--- config.mk ---
export PLATFORM = sky130hd
export DESIGN_NAME = fwd_result_pipe_flat
export DESIGN_NICKNAME = d
export VERILOG_FILES = /design/src/rtl/fwd_result_if.sv /design/src/rtl/fwd_result_pipe.sv /design/src/flat_wrapper.sv
export SDC_FILE = /design/constraint.sdc
export NUM_CORES = 1
export LEC_CHECK = 0
export ABC_AREA = 1
export BUFFER_PORTS_ARGS = -buffer_cell sky130_fd_sc_hd__buf_4
export CAP_MARGIN = 0
export CORE_MARGIN = 8
export CORE_UTILIZATION = 53
export DETAILED_ROUTE_END_ITERATION = 16
export GPL_TIMING_DRIVEN = 1
export PLACE_DENSITY = 0.83
export SETUP_SLACK_MARGIN = 0.1
export SLEW_MARGIN = 20
export SYNTH_ARGS = -nofsm -noshare
export SYNTH_HDL_FRONTEND = slang
export SYNTH_SLANG_ARGS = --single-unit
export TNS_END_PERCENT = 10
--- constraint.sdc ---
create_clock -name clk -period 2.45 [get_ports clk]
set_clock_uncertainty 0.2 [all_clocks]
set_input_delay 0.1225 -clock clk [delete_from_list [all_inputs] [get_ports clk]]
set_output_delay 0.1225 -clock clk [all_outputs]
set_load 0.02 [all_outputs]
--- src/rtl/fwd_result_if.sv ---
// Bundle between the E/M/W result tracker and its neighbours: pipe control, new entries,
// late stage results, D-stage operand lookup and the regfile write port.
interface fwd_result_if #(
  parameter int WIDTH  = 32,
  parameter int REGW   = 5,
  parameter int STAGES = 3,
  parameter int SW     = 2
);
  logic                    adv;
  logic                    flush;
  logic                    in_valid;
  logic [REGW-1:0]         in_dst;
  logic                    in_is_link;
  logic [WIDTH-1:0]        in_pc8;
  logic [SW-1:0]           in_rdy_stage;
  logic [STAGES*WIDTH-1:0] stg_res;
  logic [REGW-1:0]         src0;
  logic [REGW-1:0]         src1;
  logic [WIDTH-1:0]        rd0;
  logic [WIDTH-1:0]        rd1;
  logic [WIDTH-1:0]        fwd0;
  logic [WIDTH-1:0]        fwd1;
  logic                    pend0;
  logic                    pend1;
  logic                    wb_valid;
  logic [REGW-1:0]         wb_dst;
  logic [WIDTH-1:0]        wb_data;

  modport master (
    output adv, flush, in_valid, in_dst, in_is_link, in_pc8, in_rdy_stage, stg_res,
    output src0, src1, rd0, rd1,
    input  fwd0, fwd1, pend0, pend1, wb_valid, wb_dst, wb_data
  );

  modport slave (
    input  adv, flush, in_valid, in_dst, in_is_link, in_pc8, in_rdy_stage, stg_res,
    input  src0, src1, rd0, rd1,
    output fwd0, fwd1, pend0, pend1, wb_valid, wb_dst, wb_data
  );
endinterface

--- src/rtl/fwd_result_pipe.sv ---
// Result-tracking pipeline for E->M->W: captures late results as entries move on, forwards
// the youngest matching producer to D and writes the regfile from the last stage.
module fwd_result_pipe #(
  parameter int WIDTH  = 32,
  parameter int REGW   = 5,
  parameter int STAGES = 3,
  parameter int SW     = 2,
  parameter int FWD_EN = 1
) (
  input logic         clk,
  input logic         reset,
  fwd_result_if.slave bus
);
  localparam int            LAST     = STAGES - 1;
  localparam logic [SW-1:0] LAST_IDX = SW'(LAST);

  logic             valid_reg [STAGES];
  logic             ready_reg [STAGES];
  logic [REGW-1:0]  dst_reg   [STAGES];
  logic [SW-1:0]    rdy_reg   [STAGES];
  logic [WIDTH-1:0] data_reg  [STAGES];

  logic             ready_eff [STAGES];
  logic [WIDTH-1:0] data_eff  [STAGES];
  logic [SW-1:0]    in_rdy_clamped;

  // Out-of-range producer stages collapse onto the last stage so they still resolve.
  assign in_rdy_clamped = (bus.in_rdy_stage > LAST_IDX) ? LAST_IDX : bus.in_rdy_stage;

  always_ff @(posedge clk) begin
    if (!reset) begin
      for (int k = 0; k < STAGES; k++) begin
        valid_reg[k] <= 1'b0;
        ready_reg[k] <= 1'b0;
        dst_reg[k]   <= '0;
        rdy_reg[k]   <= '0;
        data_reg[k]  <= '0;
      end
    end else if (bus.flush) begin
      for (int k = 0; k < STAGES; k++) valid_reg[k] <= 1'b0;
    end else if (bus.adv) begin
      valid_reg[0] <= bus.in_valid;
      dst_reg[0]   <= bus.in_dst;
      rdy_reg[0]   <= in_rdy_clamped;
      ready_reg[0] <= bus.in_is_link;
      data_reg[0]  <= bus.in_pc8;
      for (int k = 1; k < STAGES; k++) begin
        valid_reg[k] <= valid_reg[k-1];
        dst_reg[k]   <= dst_reg[k-1];
        rdy_reg[k]   <= rdy_reg[k-1];
        // A producer leaving its result stage picks up that stage's result bus.
        if (!ready_reg[k-1] && (rdy_reg[k-1] == SW'(k-1))) begin
          ready_reg[k] <= 1'b1;
          data_reg[k]  <= bus.stg_res[(k-1)*WIDTH +: WIDTH];
        end else begin
          ready_reg[k] <= ready_reg[k-1];
          data_reg[k]  <= data_reg[k-1];
        end
      end
    end
  end

  generate
    for (genvar gi = 0; gi < STAGES; gi++) begin : g_eff
      if (gi == LAST) begin : g_last
        assign ready_eff[gi] = ready_reg[gi] | (rdy_reg[gi] == LAST_IDX);
        assign data_eff[gi]  = ready_reg[gi] ? data_reg[gi] : bus.stg_res[LAST*WIDTH +: WIDTH];
      end else begin : g_mid
        assign ready_eff[gi] = ready_reg[gi];
        assign data_eff[gi]  = data_reg[gi];
      end
    end
  endgenerate

  assign bus.wb_valid = bus.adv & valid_reg[LAST] & (dst_reg[LAST] != '0);
  assign bus.wb_dst   = dst_reg[LAST];
  assign bus.wb_data  = data_eff[LAST];

  logic [REGW-1:0]  src_a  [2];
  logic [WIDTH-1:0] rd_a   [2];
  logic [WIDTH-1:0] fwd_a  [2];
  logic             pend_a [2];

  assign src_a[0] = bus.src0;
  assign src_a[1] = bus.src1;
  assign rd_a[0]  = bus.rd0;
  assign rd_a[1]  = bus.rd1;

  generate
    for (genvar gi = 0; gi < 2; gi++) begin : g_op
      logic hit;
      // Stage 0 is searched first, so the youngest producer of a register decides.
      always_comb begin
        fwd_a[gi]  = rd_a[gi];
        pend_a[gi] = 1'b0;
        hit        = 1'b0;
        for (int k = 0; k < STAGES; k++) begin
          if (!hit && valid_reg[k] && (dst_reg[k] == src_a[gi]) && (src_a[gi] != '0)) begin
            hit = 1'b1;
            if (FWD_EN == 0 || !ready_eff[k]) pend_a[gi] = 1'b1;
            else fwd_a[gi] = data_eff[k];
          end
        end
      end
    end
  endgenerate

  assign bus.fwd0  = fwd_a[0];
  assign bus.fwd1  = fwd_a[1];
  assign bus.pend0 = pend_a[0];
  assign bus.pend1 = pend_a[1];
endmodule

--- src/flat_wrapper.sv ---
// flat-port wrapper written by rule: the top's interface ports become plain ports
module fwd_result_pipe_flat 
#(
  parameter int WIDTH  = 32,
  parameter int REGW   = 5,
  parameter int STAGES = 3,
  parameter int SW     = 2,
  parameter int FWD_EN = 1
)
  (clk, reset, bus_adv, bus_flush, bus_in_valid, bus_in_dst, bus_in_is_link, bus_in_pc8, bus_in_rdy_stage, bus_stg_res, bus_src0, bus_src1, bus_rd0, bus_rd1, bus_fwd0, bus_fwd1, bus_pend0, bus_pend1, bus_wb_valid, bus_wb_dst, bus_wb_data);
  fwd_result_if #(.WIDTH(WIDTH), .REGW(REGW), .STAGES(STAGES), .SW(SW)) bus_i ();
  input logic clk;
  input logic reset;
  input wire logic [$bits(bus_i.adv)-1:0] bus_adv;
  input wire logic [$bits(bus_i.flush)-1:0] bus_flush;
  input wire logic [$bits(bus_i.in_valid)-1:0] bus_in_valid;
  input wire logic [$bits(bus_i.in_dst)-1:0] bus_in_dst;
  input wire logic [$bits(bus_i.in_is_link)-1:0] bus_in_is_link;
  input wire logic [$bits(bus_i.in_pc8)-1:0] bus_in_pc8;
  input wire logic [$bits(bus_i.in_rdy_stage)-1:0] bus_in_rdy_stage;
  input wire logic [$bits(bus_i.stg_res)-1:0] bus_stg_res;
  input wire logic [$bits(bus_i.src0)-1:0] bus_src0;
  input wire logic [$bits(bus_i.src1)-1:0] bus_src1;
  input wire logic [$bits(bus_i.rd0)-1:0] bus_rd0;
  input wire logic [$bits(bus_i.rd1)-1:0] bus_rd1;
  output wire logic [$bits(bus_i.fwd0)-1:0] bus_fwd0;
  output wire logic [$bits(bus_i.fwd1)-1:0] bus_fwd1;
  output wire logic [$bits(bus_i.pend0)-1:0] bus_pend0;
  output wire logic [$bits(bus_i.pend1)-1:0] bus_pend1;
  output wire logic [$bits(bus_i.wb_valid)-1:0] bus_wb_valid;
  output wire logic [$bits(bus_i.wb_dst)-1:0] bus_wb_dst;
  output wire logic [$bits(bus_i.wb_data)-1:0] bus_wb_data;
  assign bus_i.adv = bus_adv;
  assign bus_i.flush = bus_flush;
  assign bus_i.in_valid = bus_in_valid;
  assign bus_i.in_dst = bus_in_dst;
  assign bus_i.in_is_link = bus_in_is_link;
  assign bus_i.in_pc8 = bus_in_pc8;
  assign bus_i.in_rdy_stage = bus_in_rdy_stage;
  assign bus_i.stg_res = bus_stg_res;
  assign bus_i.src0 = bus_src0;
  assign bus_i.src1 = bus_src1;
  assign bus_i.rd0 = bus_rd0;
  assign bus_i.rd1 = bus_rd1;
  assign bus_fwd0 = bus_i.fwd0;
  assign bus_fwd1 = bus_i.fwd1;
  assign bus_pend0 = bus_i.pend0;
  assign bus_pend1 = bus_i.pend1;
  assign bus_wb_valid = bus_i.wb_valid;
  assign bus_wb_dst = bus_i.wb_dst;
  assign bus_wb_data = bus_i.wb_data;
  fwd_result_pipe #(.WIDTH(WIDTH), .REGW(REGW), .STAGES(STAGES), .SW(SW), .FWD_EN(FWD_EN)) u_core (.clk(clk), .reset(reset), .bus(bus_i));
endmodule
==> flow_metrics.py, run 1 <==
metrics = {
    "status": {
        "outcome": "finished with violations",
        "failing_checks": "negative setup slack",
    },
    "worst_setup_path": {
        "path_delay_family": "simple AND/OR/NAND/NOR gates",
        "cp_data_arrival_time_ns": 2.48,
        "crit_path_buffers_inverters": 5,
        "path_cells": "inv_2 > nand2_2 > nand2_2 > nor2_2 > nand2_2 > nor2_4 > buf_6 > nand3_4 > clkbuf_16 > nand2_1 > nand3_1 > nand2_2 > inv_1 > buf_4",
        "cpMostUsedCell": "nand2_2",
        "worst_setup_path_end_kind": "output pin",
        "worstSetupStartpointType": "register",
        "timing_worst_setup_path_type": "reg2out",
        "slowest_stage": "edfxtp_1",
        "critical_path_peak_fanout": 5,
        "slowest_delay_ns": 0.43,
        "worst-endpoint-required_ns": 2.13,
    },
    "detailed_routing": {
        "detailroute.via_count": 13069,
        "drt_pass1_iterations": 6,
        "vias_per_cell": 5.67,
        "detail-route-antenna-nets": 0,
        "drc": 0,
        "routed_wire_length_per_instance_um": 20.8,
        "drtIter0Drc": 1994,
        "routed_wl_mm": 48.0,
    },
    "synthesis": {
        "seq_area_frac_synth": 0.352,
        "ys_types": 29,
        "netlist_instances": 1653,
        "synth_edf_count": 123,
        "yosys_warnings": 0,
        "synth.net_count": 1868,
        "synth_area_per_cell_sq_um": 6.34,
        "yosys_register_bits": 123,
        "mappedNetlistArea_sq_um": 10500,
        "synthArstFlopShare": 0,
        "dominantRegCellSynth": "edfxtp_1",
    },
    "pwr": {
        "pwr_density_cell_nw_per_um2": 464,
        "max-vdd-ir-drop_v": 0.000527,
        "static-leakage-power_nw": 8.33,
        "report.power.total_w": 0.00718,
    },
    "global_route": {
        "gr-total-overflow": 0,
        "number_of_antenna_violations_at_the_first_check_in_global_routing": 4,
        "grt_pass1_vias": 12045,
        "combined_global_route_utilization_of_all_metal_layers": 0.369,
        "maximum_number_of_pins_on_one_net_before_global_route_repair": 96,
        "global_route_wire_length_before_repair_mm": 69.8,
    },
    "layout": {
        "fin_cells": 2305,
        "drive_gt1_frac": 0.285,
        "nNetsFinal": 2239,
        "utilization": 0.795,
        "areaGrowthSynthToFinish_pct": 47.6,
        "commonest_non_fill_non_tap_cells_in_the_layout": "552 x nand2_1, 336 x buf_4, 220 x inv_1, 198 x nand3_1, 123 x edfxtp_1",
        "layout_commonest_cell": "nand2_1",
        "largest_register_ffs": 96,
    },
    "floorplan": {
        "core_region_area_sq_um": 19500,
        "starting_density_of_the_core": 0.538,
        "fp-row-count": 51,
        "die_width_um": 157,
        "die_y_um": 157,
        "area_of_the_die_sq_um": 24500,
        "ioPinCount": 319,
    },
    "clock_tree": {
        "clockBufferDepth": 2,
        "tritoncts.num_buffers": 17,
        "cts-htree-levels": 4,
        "total_clock_sinks": 123,
        "insertion_delay_ns": 0.43,
        "ctsRootBufferMaster": "clkbuf_16",
        "cts.reportedPaths.clkPinSlew_ns": 0.07,
        "tritoncts_clock_tree": "built",
    },
    "hold_path": {
        "hold_path_class": "in2reg",
    },
    "placed_design": {
        "placed_cells_incl_taps": 2139,
        "dpl.hpwl_mm": 32.1,
        "place.port_buffers": 318,
        "globalplace.congestion": 0.969,
    },
    "timing": {
        "fin_crit_sh": 1.14,
        "fin_worst_hold_slack_ns": 0.138,
        "grt_setup_unrepaired": "yes",
        "setup-tns-final_ns": -19.08,
        "finalHoldViolations": 0,
        "timing.final.crit_period_ns": 2.80,
        "fin_ws_ns": -0.350,
        "setup_violations_final": 66,
        "achievable-frequency_mhz": 357,
        "relSlewSlack": 0.372,
        "final-max-slew-violation-count": 0,
        "worst_margin_pin_slew_ns": 0.941,
    },
    "run": {
        "max_cap_violations": 0,
    },
}
-- cell usage after synthesis (all sizes together) (2+ instances only) --
| cell | number | area share |
|---|---|---|
| a21oi | 36 | 0.017 |
| and2 | 2 | 0.0012 |
| buf | 99 | 0.061 |
| clkbuf | 47 | 0.017 |
| clkinv | 2 | 0.00072 |
| edfxtp | 123 | 0.35 |
| inv | 246 | 0.088 |
| nand2 | 601 | 0.22 |
| nand3 | 232 | 0.11 |
| nand4 | 68 | 0.041 |
| nor2 | 90 | 0.037 |
| nor3 | 3 | 0.0024 |
| o21ai | 65 | 0.031 |
| or2 | 32 | 0.019 |
| xnor2 | 2 | 0.0017 |
-- per-stage QoR --
| stage | area [sq um] | setup slack [ns] |
|---|---|---|
| 3_3_place_gp | 12900 | 0.118 |
| 5_1_grt | 15500 | -0.433 |
| 6_report | 15500 | -0.350 |
| 4_1_cts | 14800 | -0.188 |
| 2_1_floorplan | 10500 | 0.355 |
| 3_5_place_dp | 12900 | 0.0919 |
-- kinds of logic after synthesis --
group	count (synthesis)	synth area share
simple gates	1028	0.427
buf+inv	394	0.167
flops	123	0.352
compound gates	105	0.0513
xor+xnor	3	0.00251
-- power by group --
part / switching [W] / leakage [nW] / total [W] / internal (W)
sequential: 0.000110 / 1.27 / 0.00258 / 0.00247
clock: 0.00112 / 0.283 / 0.00264 / 0.00152
combinational: 0.00115 / 6.78 / 0.00196 / 0.000810
-- metal layers --
metal | vias to the layer above | GRT usage | share of wire
li1 | 5952 | - | -
met1 | 5913 | 0.479 | 0.36
met2 | 1050 | 0.585 | 0.46
met3 | 150 | 0.0918 | 0.13
met4 | 4 | 0.133 | 0.039
met5 | - | 0 | 0.00048
-- final timing paths --
check                                                           to  cells past startpoint  slack, ns                          startpoint
worst min-delay path            u_core.rdy_reg[0][3]$_SDFFCE_PN0P_                      3       0.14                               reset
worst max register to register    u_core.data_reg[2][18]$_DFFE_PP_                      4       0.29   u_core.ready_reg[1]$_SDFFCE_PP0P_
worst min register to register  u_core.rdy_reg[0][5]$_SDFFCE_PN0P_                      2       0.42  u_core.rdy_reg[0][3]$_SDFFCE_PN0P_
worst max-delay path                                   bus_fwd0[2]                     14      -0.35  u_core.dst_reg[0][5]$_SDFFCE_PN0P_
-- final cells by class --
class / count / area (sq um)
Timing Repair Buffer: 497 / 4430
Clock buffer: 17 / 425
Inverter: 248 / 938
Fill cell: 1318 / 4000
Sequential cell: 123 / 3690
Multi-Input combinational cell: 1137 / 5470
Tap cell: 265 / 332
Clock inverter: 14 / 161
Antenna cell: 4 / 10.0
-- worst reg2reg max path, delay by kind of cell, from the launching register on --
family	cells	cell delay, ns
flip-flops	1	0.56
AND/OR/NAND/NOR	3	0.67
buffers and inverters	1	0.49
-- timing repair --
action	CTS	global route
buffers inserted	3	11
gates resized for setup	52	131
hold buffers	107	0
cloned	4	6
pin swaps	11	30
setup endpoints to repair	66	84
endpoints found under the hold margin	108	0
Note: power is estimated with default switching activity, not from simulation.
==> run 2, diff against run 1 <==
CELL_PAD_IN_SITES_DETAIL_PLACEMENT = 1   (was not set)
CELL_PAD_IN_SITES_GLOBAL_PLACEMENT = 1   (was not set)
CORE_UTILIZATION = 36   (was 53)
CTS_CLUSTER_SIZE = 14   (was not set)
==> run 2 against run 1 <==
  * The run still ends with negative setup slack left
  * Worst hold slack got worse by 0.077 ns
  * Combinational power rose by 8%
  * Die area rose by 42%
  * Sequential cell count did not move
  * Critical path type unchanged
==> flow_metrics.py, run 2 (same netlist as run 1, synthesis figures left out) <==
metrics = {
    "status": {
        "outcome": "finished with violations",
        "failing_checks": "negative setup slack",
    },
    "floorplan": {
        "starting_density_of_the_core": 0.365,
        "area_of_the_die_sq_um": 34800,
        "die_width_um": 187,
        "die_y_um": 187,
        "core_region_area_sq_um": 28700,
        "ioPinCount": 319,
        "fp-row-count": 62,
    },
    "global_route": {
        "maximum_number_of_pins_on_one_net_before_global_route_repair": 96,
        "gr-total-overflow": 0,
        "gr-usage-met1": 0.364,
        "gr-max-usage-layer": "met2",
        "grtUsageMet3": 0.0621,
        "global_route.usage.met2": 0.516,
        "global_route_wire_length_before_repair_mm": 82.3,
        "combined_global_route_utilization_of_all_metal_layers": 0.301,
        "number_of_antenna_violations_at_the_first_check_in_global_routing": 2,
        "grt_pass1_vias": 13593,
    },
    "timing": {
        "fin_crit_sh": 1.14,
        "relSlewSlack": 0.577,
        "grt_setup_unrepaired": "yes",
        "fin_worst_hold_slack_ns": 0.0615,
        "timing.final.crit_period_ns": 2.80,
        "worst_margin_pin_slew_ns": 0.635,
        "setup_violations_final": 66,
        "finalHoldViolations": 0,
        "fin_ws_ns": -0.348,
        "final-max-slew-violation-count": 0,
        "achievable-frequency_mhz": 357,
    },
    "clock_tree": {
        "total_clock_sinks": 123,
        "clockBufferDepth": 2,
        "cts-htree-levels": 4,
        "cts.reportedPaths.clkPinSlew_ns": 0.06,
        "insertion_delay_ns": 0.43,
        "tritoncts_clock_tree": "built",
        "tritoncts.num_buffers": 17,
        "ctsRootBufferMaster": "clkbuf_16",
    },
    "pwr": {
        "max-vdd-ir-drop_v": 0.000385,
        "static-leakage-power_nw": 8.51,
        "pwr_density_cell_nw_per_um2": 445,
    },
    "layout": {
        "areaGrowthSynthToFinish_pct": 53.4,
        "drive_gt1_frac": 0.303,
        "utilization": 0.560,
        "largest_register_ffs": 96,
        "layout_commonest_cell": "nand2_1",
        "antenna_cells_inserted": 0,
        "fin_cells": 2425,
        "filler_cell_count": 3615,
        "nNetsFinal": 2244,
        "commonest_non_fill_non_tap_cells_in_the_layout": "557 x nand2_1, 293 x buf_4, 203 x inv_1, 179 x nand3_1, 123 x edfxtp_1",
    },
    "detailed_routing": {
        "drc": 0,
        "detail-route-antenna-nets": 0,
        "vias_per_cell": 5.48,
        "routed_wire_length_per_instance_um": 23.5,
        "detailroute.via_count": 13282,
        "drtIter0Drc": 1244,
        "drt_pass1_iterations": 6,
        "routed_wl_mm": 57.0,
    },
    "worst_setup_path": {
        "critical_path_peak_fanout": 16,
        "r2r-start": "u_core.ready_reg[1]$_SDFFCE_PP0P_",
        "crit_start": "u_core.dst_reg[0][4]$_SDFFCE_PN0P_",
        "worst_setup_path_end_kind": "output pin",
        "worstSetupStartpointType": "register",
        "worst-endpoint-required_ns": 2.13,
        "cp_data_arrival_time_ns": 2.48,
        "timing_worst_setup_path_type": "reg2out",
    },
    "hold_path": {
        "hold_start": "reset",
        "hold_path_class": "in2reg",
    },
    "run": {
        "max_cap_violations": 0,
    },
    "placed_design": {
        "globalplace.congestion": 0.928,
        "place.port_buffers": 318,
        "place_worst_setup_slack_ns": 0.0195,
        "dpl.hpwl_mm": 37.8,
        "placed_cells_incl_taps": 2257,
    },
}
-- run 2: cell types whose count changed in the layout (fill, tap and decap cells not counted), moves of 5 or more --
cell / change
nand3_2: +10
inv_6: -5
nand3_4: +9
buf_12: +10
nand3_1: -19
nand2_1: +5
inv_1: -17
o21ai_0: -5
inv_2: +20
buf_6: +30
buf_4: -43
-- run 2: routing by layer --
| layer | wire [um] | share of wire | vias up |
|---|---|---|---|
| met5 | 27 | 0.00047 | - |
| met4 | 2420 | 0.043 | 4 |
| met3 | 4540 | 0.080 | 155 |
| met2 | 28000 | 0.49 | 710 |
| met1 | 21900 | 0.39 | 6451 |
| li1 | - | - | 5962 |
-- run 2: where the power goes --
group          switching [W]  internal, W
registers          0.0000946      0.00247
logic                0.00125     0.000873
clock network        0.00108      0.00138
-- run 2: area by class of cell --
type | instances | area [sq um] | share of cell area
Inverter | 248 | 931 | 0.0579
Multi-Input combinational cell | 1138 | 5660 | 0.352
Tap cell | 384 | 480 | 0.0299
Clock buffer | 19 | 433 | 0.0269
Clock inverter | 12 | 101 | 0.00630
Timing Repair Buffer | 501 | 4780 | 0.297
Sequential cell | 123 | 3690 | 0.230
-- run 2: path summary, 6_finish.rpt --
kind | endpoint | slack, ns | cells after the start
worst max-delay path | bus_fwd0[30] | -0.35 | 13
worst min-delay path | u_core.rdy_reg[0][4]$_SDFFCE_PN0P_ | 0.06 | 2
worst max register to register | u_core.data_reg[2][21]$_DFFE_PP_ | 0.37 | 5
worst min register to register | u_core.data_reg[2][5]$_DFFE_PP_ | 0.37 | 2
-- run 2: timing repair --
| action | CTS | global route |
|---|---|---|
| pin swaps | 10 | 53 |
| setup buffers | 8 | 8 |
| gates cloned | 6 | 8 |
| endpoints found under the hold margin | 108 | 0 |
| resized for setup | 68 | 197 |
| endpoints found under the setup margin | 70 | 80 |
| hold buffers | 107 | 0 |
-- run 2: critical path, cell delays in order (launching register included) --
cell and delay, ns:
edfxtp_1 0.45, inv_2 0.09, nand2_1 0.07, nand2_2 0.09
nand2_4 0.07, nor2_4 0.24, buf_4 0.19, clkbuf_16 0.19
nand4_1 0.14, nand2_1 0.16, nor2_1 0.07, nor2_2 0.09
nor2_2 0.06, buf_6 0.13
-- run 2: metrics by stage --
step,instance area (sq um),TNS (ns),total power [W]
floorplan,10500,0,0.00351
global placement,13100,0,0.00433
detailed placement,13100,0,0.00436
global route,16100,-25.27,0.00737
CTS,15100,-17.74,0.00695
finish,16100,-18.69,0.00715
